===== src/rtl/halton_pkg.sv =====
// Shared types and defaults for the Halton point buffer (bases 2,3).
// Optional statistics counters are enabled with HALTON_PTBUF_STATS_EN.
package halton_pkg;

  localparam int HALTON_WIDTH       = 32;
  localparam int PTBUF_DEPTH        = 8;
  localparam int PTBUF_MARGIN       = 2;
  localparam int PTBUF_DRAIN_CYCLES = 4;

  typedef struct packed {
    logic [HALTON_WIDTH-1:0] x;
    logic [HALTON_WIDTH-1:0] y;
  } halton_point_t;

  typedef enum logic [1:0] {RUN, DRAIN, RESEED} ptbuf_state_t;

endpackage


===== src/rtl/halton_point_fifo.sv =====
// Registered first-word-fall-through point FIFO: write at edge N is readable after edge N.
// Push is refused only when full without a same-cycle pop; clear empties it in one edge.
module halton_point_fifo
  import halton_pkg::*;
#(
  parameter int DEPTH = PTBUF_DEPTH,
  localparam int AW   = $clog2(DEPTH)
) (
  input  logic          clk,
  input  logic          rst,
  input  logic          clear,
  input  logic          push,
  input  halton_point_t wr_dat,
  input  logic          pop,
  output halton_point_t rd_dat,
  output logic          empty,
  output logic          full,
  output logic [AW:0]   count
);

  halton_point_t mem [DEPTH];
  logic [AW-1:0] wr_ptr;
  logic [AW-1:0] rd_ptr;
  logic          do_push;
  logic          do_pop;

  assign empty   = (count == '0);
  assign full    = (count == (AW+1)'(DEPTH));
  assign do_pop  = pop && !empty;
  assign do_push = push && (!full || do_pop);
  assign rd_dat  = mem[rd_ptr];

  always_ff @(posedge clk) begin
    if (do_push && !clear) begin
      mem[wr_ptr] <= wr_dat;
    end
  end

  // Pointers are exactly AW bits wide, so they wrap mod DEPTH on their own.
  always_ff @(posedge clk) begin
    if (rst || clear) begin
      wr_ptr <= '0;
      rd_ptr <= '0;
      count  <= '0;
    end else begin
      if (do_push) wr_ptr <= wr_ptr + 1'b1;
      if (do_pop)  rd_ptr <= rd_ptr + 1'b1;
      case ({do_push, do_pop})
        2'b10:   count <= count + 1'b1;
        2'b01:   count <= count - 1'b1;
        default: count <= count;
      endcase
    end
  end

endmodule


===== src/rtl/halton_point_buffer.sv =====
// Throttles a 2-D Halton generator into a FIFO and re-issues points on ready/valid; 1-cycle latency.
// Reseed drains in-flight points, flushes, pulses reseed; stats ports under HALTON_PTBUF_STATS_EN.
module halton_point_buffer
  import halton_pkg::*;
#(
  parameter int DEPTH        = PTBUF_DEPTH,
  parameter int MARGIN       = PTBUF_MARGIN,
  parameter int DRAIN_CYCLES = PTBUF_DRAIN_CYCLES,
  parameter int WIDTH        = HALTON_WIDTH
) (
  input  logic             clk,
  input  logic             rst,
  output logic             gen_pop_enable,
  output logic             gen_reseed_enable,
  output logic [31:0]      gen_seed,
  input  logic             gen_valid,
  input  logic [WIDTH-1:0] gen_x,
  input  logic [WIDTH-1:0] gen_y,
  input  logic             reseed_req,
  input  logic [31:0]      reseed_seed,
  output logic             reseed_busy,
  output logic             out_valid,
  input  logic             out_ready,
  output logic [WIDTH-1:0] out_x,
  output logic [WIDTH-1:0] out_y,
`ifdef HALTON_PTBUF_STATS_EN
  output logic [31:0]      stat_delivered,
  output logic [15:0]      stat_dropped,
`endif
  output logic             drop_err
);

  localparam int AW = $clog2(DEPTH);
  localparam int CW = $clog2(DRAIN_CYCLES + 1);

  ptbuf_state_t  state;
  logic [CW-1:0] drain_cnt;
  halton_point_t wr_dat;
  halton_point_t rd_dat;
  logic          fifo_empty;
  logic          fifo_full;
  logic [AW:0]   fifo_count;
  logic          running;
  logic          push;
  logic          pop;
  logic          drop;
  logic          accept;

  assign running = (state == RUN);
  assign accept  = running && reseed_req;
  assign push    = running && gen_valid;
  assign pop     = out_valid && out_ready;
  assign drop    = push && fifo_full && !pop;
  assign wr_dat  = '{x: gen_x, y: gen_y};

  // Gated by rst so the generator is neither popped nor reseeded while held in reset.
  assign gen_pop_enable    = !rst && running && ((int'(fifo_count) + MARGIN) < DEPTH);
  assign gen_reseed_enable = !rst && (state == RESEED);
  assign reseed_busy       = !running;
  assign out_valid         = running && !fifo_empty;
  assign out_x             = rd_dat.x;
  assign out_y             = rd_dat.y;

  halton_point_fifo #(.DEPTH(DEPTH)) u_fifo (
    .clk    (clk),
    .rst    (rst),
    .clear  (accept),
    .push   (push),
    .wr_dat (wr_dat),
    .pop    (pop),
    .rd_dat (rd_dat),
    .empty  (fifo_empty),
    .full   (fifo_full),
    .count  (fifo_count)
  );

  always_ff @(posedge clk) begin
    if (rst) begin
      state     <= RUN;
      drain_cnt <= '0;
      gen_seed  <= '0;
      drop_err  <= 1'b0;
    end else begin
      if (drop) drop_err <= 1'b1;
      case (state)
        RUN: begin
          if (reseed_req) begin
            state     <= DRAIN;
            gen_seed  <= reseed_seed;
            drain_cnt <= '0;
          end
        end
        DRAIN: begin
          if (drain_cnt == CW'(DRAIN_CYCLES - 1)) state <= RESEED;
          else drain_cnt <= drain_cnt + 1'b1;
        end
        RESEED:  state <= RUN;
        default: state <= RUN;
      endcase
    end
  end

`ifdef HALTON_PTBUF_STATS_EN
  always_ff @(posedge clk) begin
    if (rst || accept) begin
      stat_delivered <= '0;
      stat_dropped   <= '0;
    end else begin
      if (pop)  stat_delivered <= stat_delivered + 1'b1;
      if (drop) stat_dropped   <= stat_dropped + 1'b1;
    end
  end
`endif

endmodule


===== config.mk =====
export PLATFORM = sky130hd
export DESIGN_NAME = halton_point_buffer
export DESIGN_NICKNAME = d
export VERILOG_FILES = /design/src/rtl/halton_pkg.sv /design/src/rtl/halton_point_fifo.sv /design/src/rtl/halton_point_buffer.sv
export SDC_FILE = /design/constraint.sdc
export NUM_CORES = 1
export LEC_CHECK = 0
export ABC_AREA = 1
export CAP_MARGIN = 20
export CORE_ASPECT_RATIO = 0.9
export CORE_UTILIZATION = 62
export DETAILED_ROUTE_END_ITERATION = 6
export PLACE_DENSITY = 0.86
export RECOVER_POWER = 50
export SETUP_SLACK_MARGIN = 0.2
export SLEW_MARGIN = 20
export SYNTH_ARGS = -nofsm -noshare
export SYNTH_HDL_FRONTEND = slang
export SYNTH_SLANG_ARGS = --single-unit

===== constraint.sdc =====
create_clock -name clk -period 14.32 [get_ports clk]
set_input_delay 2.864 -clock clk [delete_from_list [all_inputs] [get_ports clk]]
set_output_delay 2.864 -clock clk [all_outputs]
set_load 0.01 [all_outputs]

==> run summary <==
========================================================================================================
Outcome ................................................................................... finished, final reports clean
Logic depth of the worst setup path including buffers .....................................            3
Kind of cell adding the most delay to the critical path ................................... buffers and inverters
Wire length per cell ......................................................................      20.2 um
Gr ovfl total .............................................................................            0
Starting density of the core ..............................................................        63.6%
Post-layout min period ....................................................................      7360 ps
Standard cell core area ................................................................... 34,300 sq um
Post-Synthesis Cells ......................................................................        1,719
Post-route setup TNS ......................................................................         0 ps
Largest net degree at the start of global routing .........................................          257
Final Net Count ...........................................................................        1,992
Setup repair after global routing missed its margin .......................................           no
Slew of the pin with the lowest slew margin ...............................................      1290 ps
Peak supply drop ..........................................................................     0.121 mV
Cts hold-fix bufs .........................................................................            0
First-pass GRT wire length ................................................................    74,100 um
Final number of hold-violating endpoints ..................................................            0
Synth Flop Type ........................................................................... sky130_fd_sc_hd__edfxtp_1
Slowest library cell on the worst path .................................................... sky130_fd_sc_hd__dlygate4sd3_1
Final slew viol count .....................................................................            0
Final HPWL DP .............................................................................    24,500 um
Top cells by instance count after synthesis ............................................... sky130_fd_sc_hd__edfxtp_1, sky130_fd_sc_hd__nor2_1, sky130_fd_sc_hd__nand2_1, sky130_fd_sc_hd__o21ai_0, sky130_fd_sc_hd__o32ai_1
Static Leakage ............................................................................      8.92 nW
Net count of the mapped netlist ...........................................................        1,825
Total of cells resized after clock tree synthesis .........................................            0
Detailed-route via count ..................................................................       14,400
Antenna violations before repair ..........................................................           16
Via-per-instance ratio ....................................................................         5.98
Total CTS buffers .........................................................................           53
Sequential fraction of design power .......................................................        52.5%
Overall fraction of global-route tracks in use ............................................        26.9%
Number of port buffers ....................................................................          201
Share of power burned in the clock network ................................................        40.5%
Clock Skew ................................................................................      14.5 ps
Clock tree from TritonCTS .................................................................        built
Post-CTS clock slew at the launch and capture registers of the worst setup and hold paths .        60 ps
Worst Path Buf+Inv ........................................................................            2
Kind of critical path ..................................................................... primary input to output pin
Fin crit share ............................................................................        51.4%
Filler cell count .........................................................................        2,026
Worst path cell trace ..................................................................... dlygate4sd3_1 > a2111oi_0 > clkdlybuf4s50_1
Distinct cell type count after synthesis ..................................................           28
Async set-or-reset flop fraction in the synthesized netlist ...............................           0%
Post-CTS setup buffer count ...............................................................            0
GPL Wtd Cong ..............................................................................        0.767
Most frequently used cell type in the post-synthesis netlist .............................. sky130_fd_sc_hd__edfxtp_1
Ratio of total power to cell area .........................................................  134 nW/um^2
FP Rows ...................................................................................           64
Logic gate share of total power ...........................................................         7.0%
Vias in the first global route ............................................................       14,000
Chip height ...............................................................................       180 um
I/O pin count .............................................................................          202
Max incr delay on CP ......................................................................       630 ps
Total power ...............................................................................      3.48 mW
Design internal power .....................................................................      2.76 mW
Layout-stage area growth over the synthesis result ........................................        18.8%
Proportion of synthesized chip area in sequential cells ...................................        75.2%
Sinks on Clock Net ........................................................................          563
Required time worst endpoint ..............................................................    11,460 ps
DIE AREA .................................................................................. 35,900 sq um
Per-instance average area after synthesis .................................................   12.7 sq um
Fraction of layout instances using a drive strength above 1 ...............................        5.50%
Cell taking the most area after synthesis ................................................. sky130_fd_sc_hd__edfxtp_1
Chip Width ................................................................................       200 um
Number of levels the H-tree was split into ................................................            2
Net Sw Frac ...............................................................................        20.7%
Yosys warns ...............................................................................            0
Root cell of the clock tree ............................................................... sky130_fd_sc_hd__clkbuf_16
Worst reg-to-reg path cell count ..........................................................            9
Achievable Freq ...........................................................................    0.136 GHz
Setup Viol. Count Final ...................................................................            0
Length of the first detailed-routing pass in iterations ...................................            5
Final routed DRC violation total ..........................................................            0
Arr. time, crit path ......................................................................      4490 ps
Reported max-cap violation count ..........................................................            0
Number of enable-type register cells in the synthesized netlist ...........................          512
Detail Route Antenna Nets .................................................................            0
Area fraction of the dominant cell type after synthesis ...................................        70.5%
Sort of element at the end of the critical path ...........................................   output pin
Number of design-rule violations left by the first detailed-router iteration ..............        1,277
Register bit total from synthesis .........................................................          563
Final routed wirelength across all metal layers ...........................................    48,600 um
Normalized max-slew margin ................................................................        14.3%
Instance count along the most critical hold path ..........................................            2
CTS Buffer Depth ..........................................................................            3
Worst Setup Start Kind .................................................................... primary input
Worst-Skew Late Latency ...................................................................       570 ps
Highest fanout seen on the critical path ..................................................            7
Worst min path class ...................................................................... register to register
Post-Syn Area ............................................................................. 21,800 sq um
Top post-synthesis cells by area .......................................................... sky130_fd_sc_hd__edfxtp_1, sky130_fd_sc_hd__nor2_1, sky130_fd_sc_hd__o32ai_1
Net Sw Power ..............................................................................       723 uW
========================================================================================================
## path summary, 6_finish.rpt
kind         slack, ps           endpoint       startpoint
max reg2reg      11040  u_fifo.mem[7][21]  u_fifo.count[3]
min                470       drain_cnt[1]     drain_cnt[1]
min reg2reg        470       drain_cnt[1]     drain_cnt[1]
max               6960     gen_pop_enable              rst
## cell usage in the layout, fill, tap and decap left out, drive strengths merged, types with 20 or more instances in the layout
cell / n
dfxtp: 51
clkdlybuf4s50: 101
inv: 20
clkbuf: 68
edfxtp: 512
o21ai: 165
o32ai: 128
nand2: 217
nor2: 476
dlygate4sd3: 100
clkinv: 23
## final cells by class
type | instances | area, sq um | share of cell area [%]
Sequential cell | 563 | 16400 | 63.4
Multi-Input combinational cell | 1028 | 4880 | 18.8
Timing Repair Buffer | 218 | 2150 | 8.30
Clock buffer | 67 | 1420 | 5.48
Tap cell | 462 | 578 | 2.23
Clock inverter | 30 | 347 | 1.34
Inverter | 22 | 88.8 | 0.343
Antenna cell | 13 | 32.5 | 0.126
## kinds of logic after synthesis
kind of cell | Yosys count | synth area share (%)
compound gates | 310 | 9.36
simple gates | 711 | 12.4
fa+ha+maj | 5 | 0.287
flops | 563 | 75.2
buf+inv | 128 | 2.69
xor+xnor | 2 | 0.0803
## sequential cells by signal (all words and copies together), names as in the netlist, named ones only
name / flops
drain_cnt: 3
drop_err: 1
gen_seed: 32
state: 2
u_fifo.count: 4
u_fifo.mem: 512
u_fifo.rd_ptr: 3
u_fifo.wr_ptr: 3
## layer usage
metal  up-vias  wire [um]  track usage (%)
met1      7065      19600             35.6
met2       617      23700             44.2
met3       105       4060             5.87
met4        10       1230             9.16
met5         -         71                0
li1       6569          -                -
## power by group through the flow
stage | Clock [mW] | Combinational [mW] | Sequential (mW)
floorplan | 0 | 0.119 | 1.87
global placement | 0 | 0.238 | 1.86
detailed placement | 0 | 0.247 | 1.86
CTS | 1.43 | 0.250 | 1.83
global route | 1.49 | 0.266 | 1.83
finish | 1.41 | 0.244 | 1.83
## metrics by stage
stage	cell area [sq um]	hold WS [ps]	setup slack, ps	cells	utilization [%]
6_report	25900	472	6960	2403	75.6
5_1_grt	25900	495	6880	2398	75.5
4_1_cts	25900	470	7030	2390	75.5
3_5_place_dp	24100	461	7060	2293	70.3
3_3_place_gp	24100	449	7070	2293	70.3
2_1_floorplan	21800	432	5940	1719	-
## worst min-delay path, stage by stage (launching register included)
cell,delay [ps]
sky130_fd_sc_hd__dfxtp_1,310
sky130_fd_sc_hd__nand3_1,70
sky130_fd_sc_hd__nand2_1,40
Note: power is estimated with default switching activity, not from simulation.
